File: config.mk
export PLATFORM = sky130hd
export DESIGN_NAME = fifo_wr_arbiter
export DESIGN_NICKNAME = d
export VERILOG_FILES = /design/src/rtl/fifo_wr_arbiter.sv
export SDC_FILE = /design/constraint.sdc
export NUM_CORES = 1
export LEC_CHECK = 0
export ABC_AREA = 1
export BUFFER_PORTS_ARGS = -buffer_cell sky130_fd_sc_hd__buf_2
export CORE_AREA = 2 2 52 54
export CTS_CLUSTER_DIAMETER = 200
export DETAILED_ROUTE_END_ITERATION = 7
export DIE_AREA = 0 0 54 56
export PLACE_DENSITY = 0.9
export RECOVER_POWER = 100
export SLEW_MARGIN = 20
export SYNTH_ARGS = -nofsm -noshare
export SYNTH_HDL_FRONTEND = slang
export SYNTH_SLANG_ARGS = --single-unit
File: constraint.sdc
create_clock -name wclk -period 3 [get_ports wclk]
set_input_delay 0 -clock wclk [delete_from_list [all_inputs] [get_ports wclk]]
set_output_delay 0 -clock wclk [all_outputs]
set_load 0.03 [all_outputs]
File: src/rtl/fifo_wr_arbiter.sv
// Purpose : round-robin share of the async FIFO write port across NUM_REQ requesters, plus fill level.
// Latency : zero cycles valid->write (combinational grant); almost_full registered one cycle after level.
// Backpressure: fifo_full blocks every transfer and freezes arbitration state; req_ready is one-hot or zero.
// Optional packet locking is built when WR_ARB_PKT_LOCK_EN is defined; otherwise arbitration is per word.
module fifo_wr_arbiter #(
    parameter int NUM_REQ      = 4,
    parameter int DATA_WIDTH   = 8,
    parameter int PTR_WIDTH    = 3,
    parameter int AFULL_THRESH = 6,
    localparam int IDW         = $clog2(NUM_REQ)
) (
    input  logic                          wclk,
    input  logic                          wrst_n,
    input  logic [NUM_REQ-1:0]            req_valid,
    input  logic [NUM_REQ*DATA_WIDTH-1:0] req_data,
    input  logic [NUM_REQ-1:0]            req_last,
    output logic [NUM_REQ-1:0]            req_ready,
    input  logic                          fifo_full,
    input  logic [PTR_WIDTH:0]            b_wptr,
    input  logic [PTR_WIDTH:0]            g_rptr_sync,
    output logic                          fifo_w_en,
    output logic [DATA_WIDTH-1:0]         fifo_wdata,
    output logic [IDW-1:0]                grant_id,
    output logic [PTR_WIDTH:0]            level,
    output logic                          almost_full
);

    // One extra bit so rr_ptr + offset never overflows before the modulo fold.
    localparam logic [IDW:0]       NREQ_W = (IDW+1)'(NUM_REQ);
    localparam logic [IDW:0]       ONE_W  = (IDW+1)'(1);
    localparam logic [PTR_WIDTH:0] AFT_W  = (PTR_WIDTH+1)'(AFULL_THRESH);

    typedef enum logic {
        IDLE   = 1'b0,
        LOCKED = 1'b1
    } state_t;

    state_t         state;
    logic [IDW-1:0] rr_ptr;
    logic [IDW-1:0] sel_idle;
    logic [IDW-1:0] sel;
    logic [IDW-1:0] sel_next;
    logic [IDW:0]   cand;
    logic [IDW:0]   nxt;
    logic           found;
    logic [PTR_WIDTH:0] rptr_bin;

    // Round-robin search: first valid requester starting at rr_ptr, wrapping modulo NUM_REQ.
    always_comb begin
        sel_idle = rr_ptr;
        found    = 1'b0;
        cand     = '0;
        for (int i = 0; i < NUM_REQ; i++) begin
            cand = {1'b0, rr_ptr} + i[IDW:0];
            if (cand >= NREQ_W) begin
                cand = cand - NREQ_W;
            end
            if (!found && req_valid[cand[IDW-1:0]]) begin
                sel_idle = cand[IDW-1:0];
                found    = 1'b1;
            end
        end
    end

    // A locked owner keeps the port even while it is not presenting a word.
    always_comb begin
        sel = (state == LOCKED) ? grant_id : sel_idle;
    end

    // Pointer that makes the requester after the winner first in line next time.
    always_comb begin
        nxt = {1'b0, sel} + ONE_W;
        if (nxt == NREQ_W) begin
            nxt = '0;
        end
        sel_next = nxt[IDW-1:0];
    end

    assign fifo_w_en  = req_valid[sel] & ~fifo_full;
    assign fifo_wdata = req_data[int'(sel)*DATA_WIDTH +: DATA_WIDTH];

    // Only the selected requester sees ready, and only when its word is actually written.
    always_comb begin
        req_ready = '0;
        if (fifo_w_en) begin
            req_ready[sel] = 1'b1;
        end
    end

`ifdef WR_ARB_PKT_LOCK_EN
    // Packet-lock FSM: a non-last word claims the port until the owner's last word goes through.
    always_ff @(posedge wclk or negedge wrst_n) begin
        if (!wrst_n) begin
            state    <= IDLE;
            rr_ptr   <= '0;
            grant_id <= '0;
        end else if (fifo_w_en) begin
            case (state)
                IDLE: begin
                    grant_id <= sel;
                    if (req_last[sel]) begin
                        rr_ptr <= sel_next;
                    end else begin
                        state <= LOCKED;
                    end
                end
                LOCKED: begin
                    if (req_last[sel]) begin
                        state  <= IDLE;
                        rr_ptr <= sel_next;
                    end
                end
                default: state <= IDLE;
            endcase
        end
    end
`else
    // Packet boundaries do not matter in per-word arbitration.
    logic unused_last;
    assign unused_last = ^req_last;

    // Per-word round-robin: every transfer records the winner and moves priority past it.
    always_ff @(posedge wclk or negedge wrst_n) begin
        if (!wrst_n) begin
            state    <= IDLE;
            rr_ptr   <= '0;
            grant_id <= '0;
        end else if (fifo_w_en) begin
            state    <= IDLE;
            grant_id <= sel;
            rr_ptr   <= sel_next;
        end
    end
`endif

    // Gray-to-binary of the synchronized read pointer by prefix XOR from the MSB down.
    always_comb begin
        rptr_bin            = '0;
        rptr_bin[PTR_WIDTH] = g_rptr_sync[PTR_WIDTH];
        for (int i = PTR_WIDTH - 1; i >= 0; i--) begin
            rptr_bin[i] = rptr_bin[i+1] ^ g_rptr_sync[i];
        end
    end

    // Extra pointer bit makes the modulo subtraction correct across wrap-around.
    assign level = b_wptr - rptr_bin;

    // Registered threshold flag keeps the requester-facing timing path short.
    always_ff @(posedge wclk or negedge wrst_n) begin
        if (!wrst_n) begin
            almost_full <= 1'b0;
        end else begin
            almost_full <= (level >= AFT_W);
        end
    end

endmodule

==> flow_summary.ini <==
[final_layout]
syn2layout_area_growth_pct = 29.8
nNetsFinal = 304
diodes = 0
nFillCells = 266
regArea_sq_um = 126
multi_input_area_sq_um = 821
drive_above_1_share_pct = 32.5

[routing]
drt_iter0_drc = 21
via_per_inst = 4.73
first_pass_iters = 4
ant_nets = 0
wl_per_cell_microns = 9.62
num_vias = 1290
drt_wl_total_mm = 2.63
drc = 0

[logic_synthesis]
synth_top_area_share_pct = 18.4
ys_top_cells_by_count = nand2_1 (53), nor2_1 (18), nand3_1 (16), o21ai_0 (16), inv_1 (15)
yosys_warnings = 0
synth_edf_count = 0
yosysMostFrequentCell = nand2_1
avgSynthCellArea_sq_um = 6.05
syn-cell-area_sq_mm = 0.00108
synth-seq-cells = 5
netlist_instances = 179
yosys_most_used_dff = dfrtp_1
synthArstFlopShare_pct = 100
synth_top_cell_by_area = nand2_1
syn-num-nets = 239
synth_area_leaders = nand2_1 (18%), dfrtp_1 (12%), ha_1 (9.2%)
yosysSeqAreaShare_pct = 11.6
synth_cell_types = 23

[placement]
place_congestion = 0.754
dp_hpwl_mm = 2.11
port_buffers = 66
pre_cts_slack_ps = 496

[sta]
rsz0062_at_grt = false
maxSlewViolCount = 0
fin_worst_skew_ps = 3.37
fmax_ghz = 0.372
slew_headroom_pct = 74.6
worst_pin_slew_ps = 383
fin_crit_sh_pct = 89.6
fin_ws_ps = 313
finalHoldViolCount = 0
setup_tns_ps = 0
post-route-min-period_ps = 2690
final-setup-viol-count = 0

[grt]
met2_usage_pct = 31.2
grtUsageTotal_pct = 18.2
overflow = 0
use_met1_pct = 21.7
grt.busiest_layer = met2
grt_pass1_wl_mm = 4.35
use_met3_pct = 2.96
first_global_vias = 1124
grt_max_degree = 22
antenna_found_initial = 0

[worst_setup_path]
critPathKind = reg2out
critPathSlowestCell = dfrtp_2
critPathMostFrequentCell = nand2_1
crit_fanout = 21
slowest_delay_ps = 500
worstSetupEndpointType = primary output
cp.required_ps = 3000
cp_cell_sequence = inv_2 > nand2_1 > nand2_1 > nand2_1 > nand2_2 > nand2_1 > nand2_1 > nand2_1 > nand2_2 > nand2_2 > inv_2 > o21ai_0 > o22ai_1 > clkbuf_1
critical_path.startpoint_type = flip-flop
reg2reg_depth = 14
arrival_ps = 2690

[floorplanning]
rows = 18
die_h_microns = 56
ios = 71
die-area_sq_mm = 0.00302
coreArea_sq_mm = 0.00243
start_util_pct = 44.5
dieWidth_microns = 54

[clocking]
cts_root_buffer = clkbuf_4
cts_buffer_depth = 2
h-tree-depth = 1
insertion_delay_ps = 250
clk_pin_slew_ps = 50
clock_sinks = 5
cts_tree = built
cts_buffers = 3

[hold_path]
worst_hold_path_type = in2async

[run_status]
status = complete, no violations

[run]
drv_cap = 0
worst max-delay path: cells and delay by family (launching register included):
family	cells	cell delay, ps
buffers and inverters	3	850
and+or+nand+nor	9	790
DFF	1	500
AOI/OAI and AO/OA	2	290
through the flow:
| stage | util (%) | hold slack [ps] | area [sq um] | std cells |
|---|---|---|---|---|
| floorplan | - | -296 | 1080 | 179 |
| global placement | 57.0 | -179 | 1390 | 268 |
| detailed placement | 57.0 | -181 | 1390 | 268 |
| CTS | 58.5 | 90.3 | 1420 | 273 |
| global route | 57.8 | 146 | 1410 | 273 |
| finish | 57.8 | 129 | 1410 | 273 |
logic make-up after synthesis:
kind of cell    Yosys count  synth area share, %
fa+ha+maj                 9                 11.1
compound gates           25                 12.7
xor+xnor                  6                 4.86
buf+inv                  26                 12.6
flops                     5                 11.6
simple gates            108                 47.2
final cells by class:
cell class                 count  area share [%]
clock buffer                   4            1.87
inverter                      19            5.25
multi-input combinational    148            58.4
sequential                     5            8.99
tap                           30            2.67
timing repair buffer          67            22.8
layer usage:
metal	wire length (microns)	share of wire (%)
met3	123	4.7
met1	1150	44
met5	0	0
met4	37	1.4
met2	1310	50
state kept, by name (all words and copies together), names as in the netlist:
name,flops
almost_full,1
grant_id,2
rr_ptr,2
cells in the final DEF, fill, tap and decap left out, drive strengths merged:
cell | netlist | layout
a211oi | 1 | 1
buf | 7 | 47
clkbuf | 0 | 23
dfrtp | 5 | 5
dlygate4sd3 | 0 | 1
fa | 1 | 1
ha | 8 | 8
inv | 19 | 19
nand2 | 67 | 67
nand3 | 17 | 17
nor2 | 24 | 24
o21ai | 16 | 16
o22ai | 8 | 8
xnor2 | 4 | 4
xor2 | 2 | 2
worst paths after layout:
path,from,to,slack [ps]
setup reg to reg,rr_ptr[0]$_DFFE_PN0P_,rr_ptr[1]$_DFFE_PN0P_,630
setup / recovery,rr_ptr[0]$_DFFE_PN0P_,fifo_wdata[1],310
hold / removal,wrst_n,grant_id[1]$_DFFE_PN0P_,130
max in group asynchronous,wrst_n,rr_ptr[0]$_DFFE_PN0P_,2650
hold reg to reg,grant_id[1]$_DFFE_PN0P_,grant_id[1]$_DFFE_PN0P_,480
min in group wclk,b_wptr[3],almost_full$_DFF_PN0_,130
repair_timing:
action                                 CTS  global route
setup buffers                            0             0
hold buffers                             1             0
setup endpoints to repair                0             2
endpoints found under the hold margin    5             0
gates resized for setup                  0             1
Power is left out: the tool's default activity adds up to more than one toggle a clock period on the data nets, which glitch-free logic cannot reach.
